`src/rtl/iob_axi_wr_burst_split_pkg.sv`:
```
// Shared AXI constants, helpers and FSM encoding for the write burst splitter.
package iob_axi_wr_burst_split_pkg;

    localparam logic [1:0] AXI_BURST_INCR  = 2'b01;
    localparam logic [1:0] AXI_RESP_OKAY   = 2'b00;
    localparam logic [1:0] AXI_RESP_EXOKAY = 2'b01;
    localparam logic [1:0] AXI_RESP_SLVERR = 2'b10;
    localparam logic [1:0] AXI_RESP_DECERR = 2'b11;

    localparam int AXI_PAGE_BYTES = 4096;
    localparam int AXI_PAGE_W     = 12;

    function automatic int axi_size(input int data_w);
        return $clog2(data_w / 8);
    endfunction

    typedef enum logic [2:0] {
        ST_IDLE  = 3'd0,
        ST_ADDR  = 3'd1,
        ST_DATA  = 3'd2,
        ST_RESP  = 3'd3,
        ST_SRESP = 3'd4
    } state_e;

endpackage

```
`src/rtl/iob_axi_wr_burst_split_sub_len.sv`:
```
// Sub-burst length: smallest of remaining beats, MAX_BEATS and beats left in the 4 KiB page.
module iob_axi_wr_burst_split_sub_len
    import iob_axi_wr_burst_split_pkg::*;
#(
    parameter int DATA_W    = 32,
    parameter int LEN_W     = 8,
    parameter int MAX_BEATS = 16
) (
    input  logic [LEN_W:0]      rem_i,
    input  logic [AXI_PAGE_W-1:0] addr_lo_i,
    output logic [LEN_W:0]      sub_o
);

    localparam int SIZE = axi_size(DATA_W);
    localparam int PW   = AXI_PAGE_W + 1;
    localparam int CW   = (LEN_W + 1 > PW) ? LEN_W + 1 : PW;

    logic [PW-1:0] page_bytes;
    logic [CW-1:0] rem_ext;
    logic [CW-1:0] page_beats;
    logic [CW-1:0] max_ext;
    logic [CW-1:0] sub_w;

    always_comb begin
        page_bytes = PW'(AXI_PAGE_BYTES) - {1'b0, addr_lo_i};
        rem_ext    = CW'(rem_i);
        page_beats = CW'(page_bytes >> SIZE);
        max_ext    = CW'(MAX_BEATS);
        sub_w      = rem_ext;
        if (max_ext < sub_w) begin
            sub_w = max_ext;
        end
        if (page_beats < sub_w) begin
            sub_w = page_beats;
        end
        sub_o = sub_w[LEN_W:0];
    end

endmodule

```
`src/rtl/iob_axi_wr_burst_split.sv`:
```
// AXI4 write burst splitter: limits sub-bursts to MAX_BEATS and 4 KiB pages, merges B responses.
//  state    | meaning
//  ST_IDLE  | ready for an upstream AW
//  ST_ADDR  | presenting a sub-burst AW downstream
//  ST_DATA  | passing W beats through, counting to the sub-burst length
//  ST_RESP  | collecting the sub-burst B response
//  ST_SRESP | presenting the merged B response upstream
module iob_axi_wr_burst_split
    import iob_axi_wr_burst_split_pkg::*;
#(
    parameter int ADDR_W    = 24,
    parameter int DATA_W    = 32,
    parameter int ID_W      = 1,
    parameter int LEN_W     = 8,
    parameter int MAX_BEATS = 16
) (
    input  logic                clk_i,
    input  logic                rst_i,

    input  logic [ID_W-1:0]     s_axi_awid_i,
    input  logic [ADDR_W-1:0]   s_axi_awaddr_i,
    input  logic [LEN_W-1:0]    s_axi_awlen_i,
    input  logic                s_axi_awvalid_i,
    output logic                s_axi_awready_o,

    input  logic [DATA_W-1:0]   s_axi_wdata_i,
    input  logic [DATA_W/8-1:0] s_axi_wstrb_i,
    input  logic                s_axi_wlast_i,
    input  logic                s_axi_wvalid_i,
    output logic                s_axi_wready_o,

    output logic [ID_W-1:0]     s_axi_bid_o,
    output logic [1:0]          s_axi_bresp_o,
    output logic                s_axi_bvalid_o,
    input  logic                s_axi_bready_i,

    output logic [ID_W-1:0]     m_axi_awid_o,
    output logic [ADDR_W-1:0]   m_axi_awaddr_o,
    output logic [LEN_W-1:0]    m_axi_awlen_o,
    output logic [2:0]          m_axi_awsize_o,
    output logic [1:0]          m_axi_awburst_o,
    output logic                m_axi_awlock_o,
    output logic [3:0]          m_axi_awcache_o,
    output logic [2:0]          m_axi_awprot_o,
    output logic                m_axi_awvalid_o,
    input  logic                m_axi_awready_i,

    output logic [DATA_W-1:0]   m_axi_wdata_o,
    output logic [DATA_W/8-1:0] m_axi_wstrb_o,
    output logic                m_axi_wlast_o,
    output logic                m_axi_wvalid_o,
    input  logic                m_axi_wready_i,

    input  logic [ID_W-1:0]     m_axi_bid_i,
    input  logic [1:0]          m_axi_bresp_i,
    input  logic                m_axi_bvalid_i,
    output logic                m_axi_bready_o,

    output logic                error_o
);

    localparam int              SIZE       = axi_size(DATA_W);
    localparam logic [ADDR_W-1:0] ALIGN_MASK = ~(ADDR_W'((1 << SIZE) - 1));
    localparam logic [LEN_W:0]  LEN_ONE    = {{LEN_W{1'b0}}, 1'b1};

    state_e              state_q, state_d;
    logic [ID_W-1:0]     id_q, id_d;
    logic [ADDR_W-1:0]   addr_q, addr_d;
    logic [LEN_W:0]      rem_q, rem_d;
    logic [LEN_W:0]      beat_q, beat_d;
    logic [1:0]          resp_q, resp_d;
    logic                error_q, error_d;

    logic [LEN_W:0]      sub;
    logic [LEN_W:0]      sub_m1;
    logic                sub_last_beat;
    logic                final_beat;
    logic                unused_bid;

    iob_axi_wr_burst_split_sub_len #(
        .DATA_W    (DATA_W),
        .LEN_W     (LEN_W),
        .MAX_BEATS (MAX_BEATS)
    ) u_sub_len (
        .rem_i     (rem_q),
        .addr_lo_i (addr_q[AXI_PAGE_W-1:0]),
        .sub_o     (sub)
    );

    // addr/rem only move at the end of a sub-burst, so sub stays stable through ADDR and DATA
    assign sub_m1        = sub - LEN_ONE;
    assign sub_last_beat = (beat_q == sub_m1);
    assign final_beat    = sub_last_beat && (sub == rem_q);

    always_comb begin
        state_d         = state_q;
        id_d            = id_q;
        addr_d          = addr_q;
        rem_d           = rem_q;
        beat_d          = beat_q;
        resp_d          = resp_q;
        error_d         = error_q;
        s_axi_awready_o = 1'b0;
        s_axi_wready_o  = 1'b0;
        s_axi_bvalid_o  = 1'b0;
        m_axi_awvalid_o = 1'b0;
        m_axi_wvalid_o  = 1'b0;
        m_axi_wlast_o   = 1'b0;
        m_axi_bready_o  = 1'b0;

        case (state_q)
            ST_IDLE: begin
                s_axi_awready_o = 1'b1;
                if (s_axi_awvalid_i) begin
                    id_d    = s_axi_awid_i;
                    addr_d  = s_axi_awaddr_i & ALIGN_MASK;
                    rem_d   = {1'b0, s_axi_awlen_i} + LEN_ONE;
                    beat_d  = '0;
                    resp_d  = AXI_RESP_OKAY;
                    state_d = ST_ADDR;
                end
            end
            ST_ADDR: begin
                m_axi_awvalid_o = 1'b1;
                if (m_axi_awready_i) begin
                    beat_d  = '0;
                    state_d = ST_DATA;
                end
            end
            ST_DATA: begin
                m_axi_wvalid_o = s_axi_wvalid_i;
                s_axi_wready_o = m_axi_wready_i;
                m_axi_wlast_o  = sub_last_beat;
                if (s_axi_wvalid_i && m_axi_wready_i) begin
                    // the beat count ends the transfer; upstream WLAST is only checked
                    if (s_axi_wlast_i != final_beat) begin
                        error_d = 1'b1;
                    end
                    if (sub_last_beat) begin
                        addr_d  = addr_q + (ADDR_W'(sub) << SIZE);
                        rem_d   = rem_q - sub;
                        beat_d  = '0;
                        state_d = ST_RESP;
                    end else begin
                        beat_d = beat_q + LEN_ONE;
                    end
                end
            end
            ST_RESP: begin
                m_axi_bready_o = 1'b1;
                if (m_axi_bvalid_i) begin
                    if (m_axi_bresp_i > resp_q) begin
                        resp_d = m_axi_bresp_i;
                    end
                    state_d = (rem_q == '0) ? ST_SRESP : ST_ADDR;
                end
            end
            ST_SRESP: begin
                s_axi_bvalid_o = 1'b1;
                if (s_axi_bready_i) begin
                    state_d = ST_IDLE;
                end
            end
            default: begin
                state_d = ST_IDLE;
            end
        endcase
    end

    always_ff @(posedge clk_i) begin
        if (rst_i) begin
            state_q <= ST_IDLE;
            id_q    <= '0;
            addr_q  <= '0;
            rem_q   <= '0;
            beat_q  <= '0;
            resp_q  <= AXI_RESP_OKAY;
            error_q <= 1'b0;
        end else begin
            state_q <= state_d;
            id_q    <= id_d;
            addr_q  <= addr_d;
            rem_q   <= rem_d;
            beat_q  <= beat_d;
            resp_q  <= resp_d;
            error_q <= error_d;
        end
    end

    // only one upstream burst is ever in flight, so the downstream BID carries no information
    assign unused_bid      = ^m_axi_bid_i;

    assign m_axi_awid_o    = id_q;
    assign m_axi_awaddr_o  = addr_q;
    assign m_axi_awlen_o   = sub_m1[LEN_W-1:0];
    assign m_axi_awsize_o  = 3'(SIZE);
    assign m_axi_awburst_o = AXI_BURST_INCR;
    assign m_axi_awlock_o  = 1'b0;
    assign m_axi_awcache_o = 4'b0011;
    assign m_axi_awprot_o  = 3'b000;

    assign m_axi_wdata_o   = s_axi_wdata_i;
    assign m_axi_wstrb_o   = s_axi_wstrb_i;

    assign s_axi_bid_o     = id_q;
    assign s_axi_bresp_o   = resp_q;
    assign error_o         = error_q;

endmodule

```
`config.mk`:
```
export PLATFORM = sky130hd
export DESIGN_NAME = iob_axi_wr_burst_split
export DESIGN_NICKNAME = d
export VERILOG_FILES = /design/src/rtl/iob_axi_wr_burst_split_pkg.sv /design/src/rtl/iob_axi_wr_burst_split_sub_len.sv /design/src/rtl/iob_axi_wr_burst_split.sv
export SDC_FILE = /design/constraint.sdc
export NUM_CORES = 1
export LEC_CHECK = 0
export BUFFER_PORTS_ARGS = -buffer_cell sky130_fd_sc_hd__buf_2
export CAP_MARGIN = 20
export CORE_UTILIZATION = 51
export DETAILED_ROUTE_END_ITERATION = 8
export GPL_TIMING_DRIVEN = 0
export PLACE_DENSITY = 0.88
export SLEW_MARGIN = 40
export SYNTH_ARGS = -nofsm -noshare
export SYNTH_HDL_FRONTEND = slang
export SYNTH_HIERARCHICAL = 1
export SYNTH_SLANG_ARGS = --single-unit
export TNS_END_PERCENT = 30
```
`constraint.sdc`:
```
create_clock -name clk_i -period 8.4 [get_ports clk_i]
set_input_delay 1.26 -clock clk_i [delete_from_list [all_inputs] [get_ports clk_i]]
set_output_delay 1.26 -clock clk_i [all_outputs]
set_load 0.05 [all_outputs]
```
Word-level counts from Yosys, hierarchy flattened
Index checks and enable logic that the tools add are counted.
{ "word_totals": {"regBits": 49, "out_inout_bits": 93, "word_cells": 77} }
{ "classes": {"n_addsub": 6, "order_cmp": 3, "eq_ne": 14, "mux": 34, "reduce_logical": 13} }
{ "ops": {"columns": ["operator", "n"], "rows": [
  ["$mux 9", 9],
  ["$mux 24", 3],
  ["$pmux 24 s2", 1],
  ["$pmux 9 s3", 1],
  ["$add 24x11->24", 1],
  ["$mux 3", 7],
  ["$eq 9x9->1", 2],
  ["$pmux 9 s2", 1],
  ["$pmux 3 s5", 1],
  ["$ne 2x2->1 const B", 7],
  ["$sub 13x12->13 const A", 1],
  ["$reduce_and 4->1", 3],
  ["$lt 11x9->1", 1],
  ["$add 8x1->9 const B", 1],
  ["$add 9x1->9 const B", 1],
  ["$logic_not 9->1", 1],
  ["$lt 5x9->1 const A", 1],
  ["$sub 9x1->9 const B", 1],
  ["$sub 9x9->9", 1],
  ["$mux 1", 7],
  ["$eq 3x2->1 const B", 2],
  ["$mux 2", 3],
  ["$reduce_and 6->1", 1],
  ["$pmux 2 s2", 1],
  ["other kinds (10)", 12]
]} }

Logic depth before layout (Yosys ltp)
{ "depth": {"depth_word": 9, "ltp_mapped": 22} }

By module
Netlist, hierarchy kept.
{ "modules_own_cells": {"columns": ["module", "instances", "cells_each", "area_each_um2"], "rows": [
  ["iob_axi_wr_burst_split", 1, 529, 4117.7],
  ["iob_axi_wr_burst_split_sub_len", 1, 57, 464.2]
]} }

Least setup slack after synthesis
No wires, ideal clock.
{ "synth_timing": {"kind": "register to output", "startpoint": "register addr_q[3], in the netlist m_axi_awaddr_o[3]", "endpoint": "output port m_axi_wlast_o", "t_arrival_ns": 6.389, "slack_ns": 0.751, "stages_incl_launch_ff": 19, "n_path_buf": 2, "cell_sequence": "dfxtp_1 -> or4_4 -> or4_4 -> xor2_1 -> ha_1 -> and3_1 -> a221o_1 -> a2111o_1 -> a31oi_4 -> mux2i_1 -> inv_1 -> ha_1 -> or3b_4 -> nor3_4 -> xnor3_1 -> or4_1 -> buf_2 -> buf_6 -> nor2_1"} }
{ "synth_between": {"elab_chain_cells": 6} }
{ "synth_rtl": {"columns": ["element", "line_no", "source"], "rows": [
  ["start: declaration", "iob_axi_wr_burst_split.sv:68", "logic [ADDR_W-1:0] addr_q, addr_d;"],
  ["start signal: assignment", "iob_axi_wr_burst_split.sv:182", "addr_q <= addr_d;"],
  ["$sub 13x12->13", "iob_axi_wr_burst_split_sub_len.sv:25", "page_bytes = PW'(AXI_PAGE_BYTES) - {1'b0, addr_lo_i};"],
  ["$lt 11x9->1", "iob_axi_wr_burst_split_sub_len.sv:33", "if (page_beats < sub_w) begin"],
  ["$mux 9", "iob_axi_wr_burst_split_sub_len.sv:33", null],
  ["via sub[0]", "iob_axi_wr_burst_split.sv:74", "logic [LEN_W:0] sub;"],
  ["$sub 9x1->9", "iob_axi_wr_burst_split.sv:91", "assign sub_m1 = sub - LEN_ONE;"],
  ["via m_axi_awlen_o[0]", "iob_axi_wr_burst_split.sv:39", "output logic [LEN_W-1:0] m_axi_awlen_o,"],
  ["$eq 9x9->1", "iob_axi_wr_burst_split.sv:92", "assign sub_last_beat = (beat_q == sub_m1);"],
  ["$mux 1", "iob_axi_wr_burst_split.sv:111", "case (state_q)"],
  ["end: declaration", "iob_axi_wr_burst_split.sv:50", "output logic m_axi_wlast_o,"]
]} }
The timed path passes the listed nets, and every way through them passes these cells.

Final worst setup path
{ "layout_timing": {"startpoint": "register addr_q[3], in the netlist m_axi_awaddr_o[3]", "endpoint": "output port m_axi_wlast_o"} }
{ "layout_between": {"elab_chain_cells": 6} }
{ "layout_rtl": {"columns": ["element", "line_no"], "rows": [
  ["$sub 13x12->13 *", "iob_axi_wr_burst_split_sub_len.sv:25"],
  ["$lt 11x9->1", "iob_axi_wr_burst_split_sub_len.sv:33"],
  ["$mux 9 *", "iob_axi_wr_burst_split_sub_len.sv:33"],
  ["via sub[1]", "iob_axi_wr_burst_split.sv:74"],
  ["$sub 9x1->9 *", "iob_axi_wr_burst_split.sv:91"],
  ["$eq 9x9->1 *", "iob_axi_wr_burst_split.sv:92"],
  ["$mux 1 *", "iob_axi_wr_burst_split.sv:111"]
]} }
Mark *: on every way through the listed nets, which the timed path passes. The rest lies on a longest branch.

==> results.ini <==
[outcome]
status=finished, final reports clean

[cts]
root_buffer=clkbuf_8
tritoncts=yes
post_cts_resized=0
cts_sinks=47
clkSlewWorstSetupHoldPaths_ps=100
clock_path_buffers=2
htree_num_levels=2
cts_setup_buffers=0
insertion_delay_ps=310
ctsHoldBuffers=0
cts_buffers=5

[floorplanning]
pin_count=174
core_area_um2=8720
die_y_um=96.8
die_width_um=96.8
start_util_pct=52.5
row_count=34
dieArea_um2=9370

[route]
drt_wl_total_um=13300
ant_nets=0
drc=0
viasPerCell=5.77
drtIter0Drc=268
dr.pass1.iters=5
wl_per_cell_um=15.8
vias=4868

[grt]
grt_pass1_wl_um=21000
grt_pass1_vias=4541
grt_max_degree=16
gr-total-overflow=0
antenna_found_initial=0
track_usage_pct=27.3

[logic_synthesis]
synthDistinctLibCells=74
synthTopCellsByArea=dfxtp_1 21%, buf_4 8.5%, ha_1 8.2%
syn_inst=586
synth_edf_count=0
syn_avg_cell_area_um2=7.82
synth_largest_area_cell=dfxtp_1
synth_warnings=6
synthArstFlopShare_pct=0
syn_area_um2=4580
ys_ff_latch=47
synth_flop_cell=dfxtp_1
synth_seq_area_share_pct=20.5
yosys.area.top_type_share_pct=20.5

[layout]
drive_above_1_share_pct=29.0
stdcell_count=843
synthToLayoutAreaGrowth_pct=20.9
fillers=758
multiInputGateArea_um2=3140
regArea_um2=941
diodes=0
finalNetCount=847

[timing]
hold_viol=0
report.final.setup_viol=0
period_minus_slack_ps=7930
fin_setup_tns_ps=0
relSlewSlack_pct=44.5
tightest_slew_ps=810
fin_crit_sh_pct=94.4
finalClockSkew_ps=4.07
slew_viol_final=0
rsz0062_at_grt=no
fmax_mhz=126

[worst_setup_path]
cp_data_arrival_time_ps=6670
worst-path-max-fanout=10
critPathKind=flip-flop to output port
critical_path.endpoint_type=output port
worstPathRequired_ps=7140
start_kind=flip-flop

[power_and_ir_drop]
p_per_area_nw_per_um2=205
max-vdd-ir-drop_mv=0.101
p_leak_nw=2.50

[hold_path]
hp-class=flip-flop to flip-flop

[placement]
portBuffers=119
dp_hpwl_um=10300
gp_congestion=1.00
post-place-cells=835

[run]
drv_cap=0

## sequential cells by signal (all words and copies together), names as in the netlist
signal          count
beat_q              9
m_axi_awid_o        1
error_o             1
s_axi_bresp_o       2
rem_q               9
state_q             3
m_axi_awaddr_o     22
## area by class of cell
class | count | area share [%]
buffer | 74 | 8.88
clock buffer | 5 | 1.24
clock inverter | 3 | 1.22
inverter | 27 | 1.83
multi-input combinational | 460 | 56.6
sequential | 47 | 17.0
tap | 108 | 2.44
timing repair buffer | 119 | 10.8
## synthesized netlist by cell type (2+ instances only)
cell / number
nand2_1: 67
buf_4: 52
dfxtp_1: 47
nor2_1: 41
a21oi_1: 30
ha_1: 30
inv_1: 27
xnor2_1: 24
o21ai_0: 22
a211oi_1: 16
clkbuf_1: 16
nand3_1: 16
nor3_1: 15
and2_1: 13
xor2_1: 11
a31o_2: 8
nand2b_1: 8
o211ai_1: 8
mux2i_1: 7
nor2b_1: 7
or4_1: 7
a32o_1: 6
and3_1: 6
nor4_1: 6
o31ai_1: 5
a21o_1: 4
a311oi_1: 4
a31oi_1: 4
nand4_1: 4
o21a_1: 4
o31a_1: 4
or2_2: 4
a32oi_1: 3
and4_1: 3
buf_2: 3
conb_1: 3
nor3b_2: 3
or3_1: 3
or4_4: 3
xnor3_1: 3
buf_6: 2
fa_1: 2
nor4b_1: 2
o22ai_1: 2
o41ai_1: 2
## stage by stage
stage	total power [mW]	util, %	cell area (µm²)	hold WS [ps]	worst slack, ps
2_1_floorplan	0.780	-	4660	440	751
3_3_place_gp	0.900	61.9	5400	450	958
3_5_place_dp	0.920	61.9	5400	466	839
4_1_cts	1.13	63.5	5540	480	490
5_1_grt	1.19	63.5	5540	509	169
6_report	1.14	63.5	5540	485	472
## worst paths after layout
path	startpoint	to	slack (ps)	cells past startpoint
setup reg to reg	m_axi_awaddr_o[3]	m_axi_awaddr_o[4]	1540	20
setup / recovery	m_axi_awaddr_o[3]	m_axi_wlast_o	470	19
hold reg to reg	beat_q[6]	beat_q[6]	480	2
hold / removal	beat_q[6]	beat_q[6]	480	2
## kinds of logic after synthesis
| group | share of synthesized area [%] |
|---|---|
| compound gates | 21.7 |
| other cells | 0.246 |
| simple gates | 25.3 |
| xor+xnor | 8.68 |
| fa+ha+maj | 9.07 |
| flops | 20.5 |
| mux | 1.53 |
| buf+inv | 12.9 |
## layout by cell type (no fill, tap or decap), types with 8 or more instances in the layout
cell type / count
nand2_1: 67
ha_1: 30
dfxtp_1: 47
conb_1: 25
nand2b_1: 8
xnor2_1: 24
inv_1: 27
o21ai_0: 22
buf_2: 122
o211ai_1: 8
xor2_1: 11
clkbuf_1: 16
buf_4: 52
nor3_1: 15
nor2_1: 41
a21oi_1: 30
nand3_1: 16
and2_1: 13
a31o_2: 8
a211oi_1: 16
## layer usage
layer / track usage (%) / share of wire (%)
met3: 4.84 / 7.2
met4: 11.5 / 2.9
met1: 33.7 / 42
met2: 46.5 / 48
met5: 0 / 0
## critical path, stage by stage, from the launching register on
cell and delay (ps):
dfxtp_1 390, or4_4 600, or4_4 480, xor2_1 190, ha_1 270, and3_1 210, a221o_1 350, a2111o_1 470
a31oi_4 370, mux2i_1 730, inv_1 190, ha_1 280, xor3_1 190, nor3_1 200, nand4b_1 140, or4_1 550
buf_2 190, buf_6 160, nor2_1 120, buf_2 280
## power breakdown
group	switching (mW)	internal, mW	leakage, nW	total, mW
sequential	0.0297	0.244	0.385	0.273
combinational	0.434	0.219	2.05	0.653
clock	0.0905	0.119	0.0644	0.209
No activity file was read; power rests on OpenSTA's default activity.
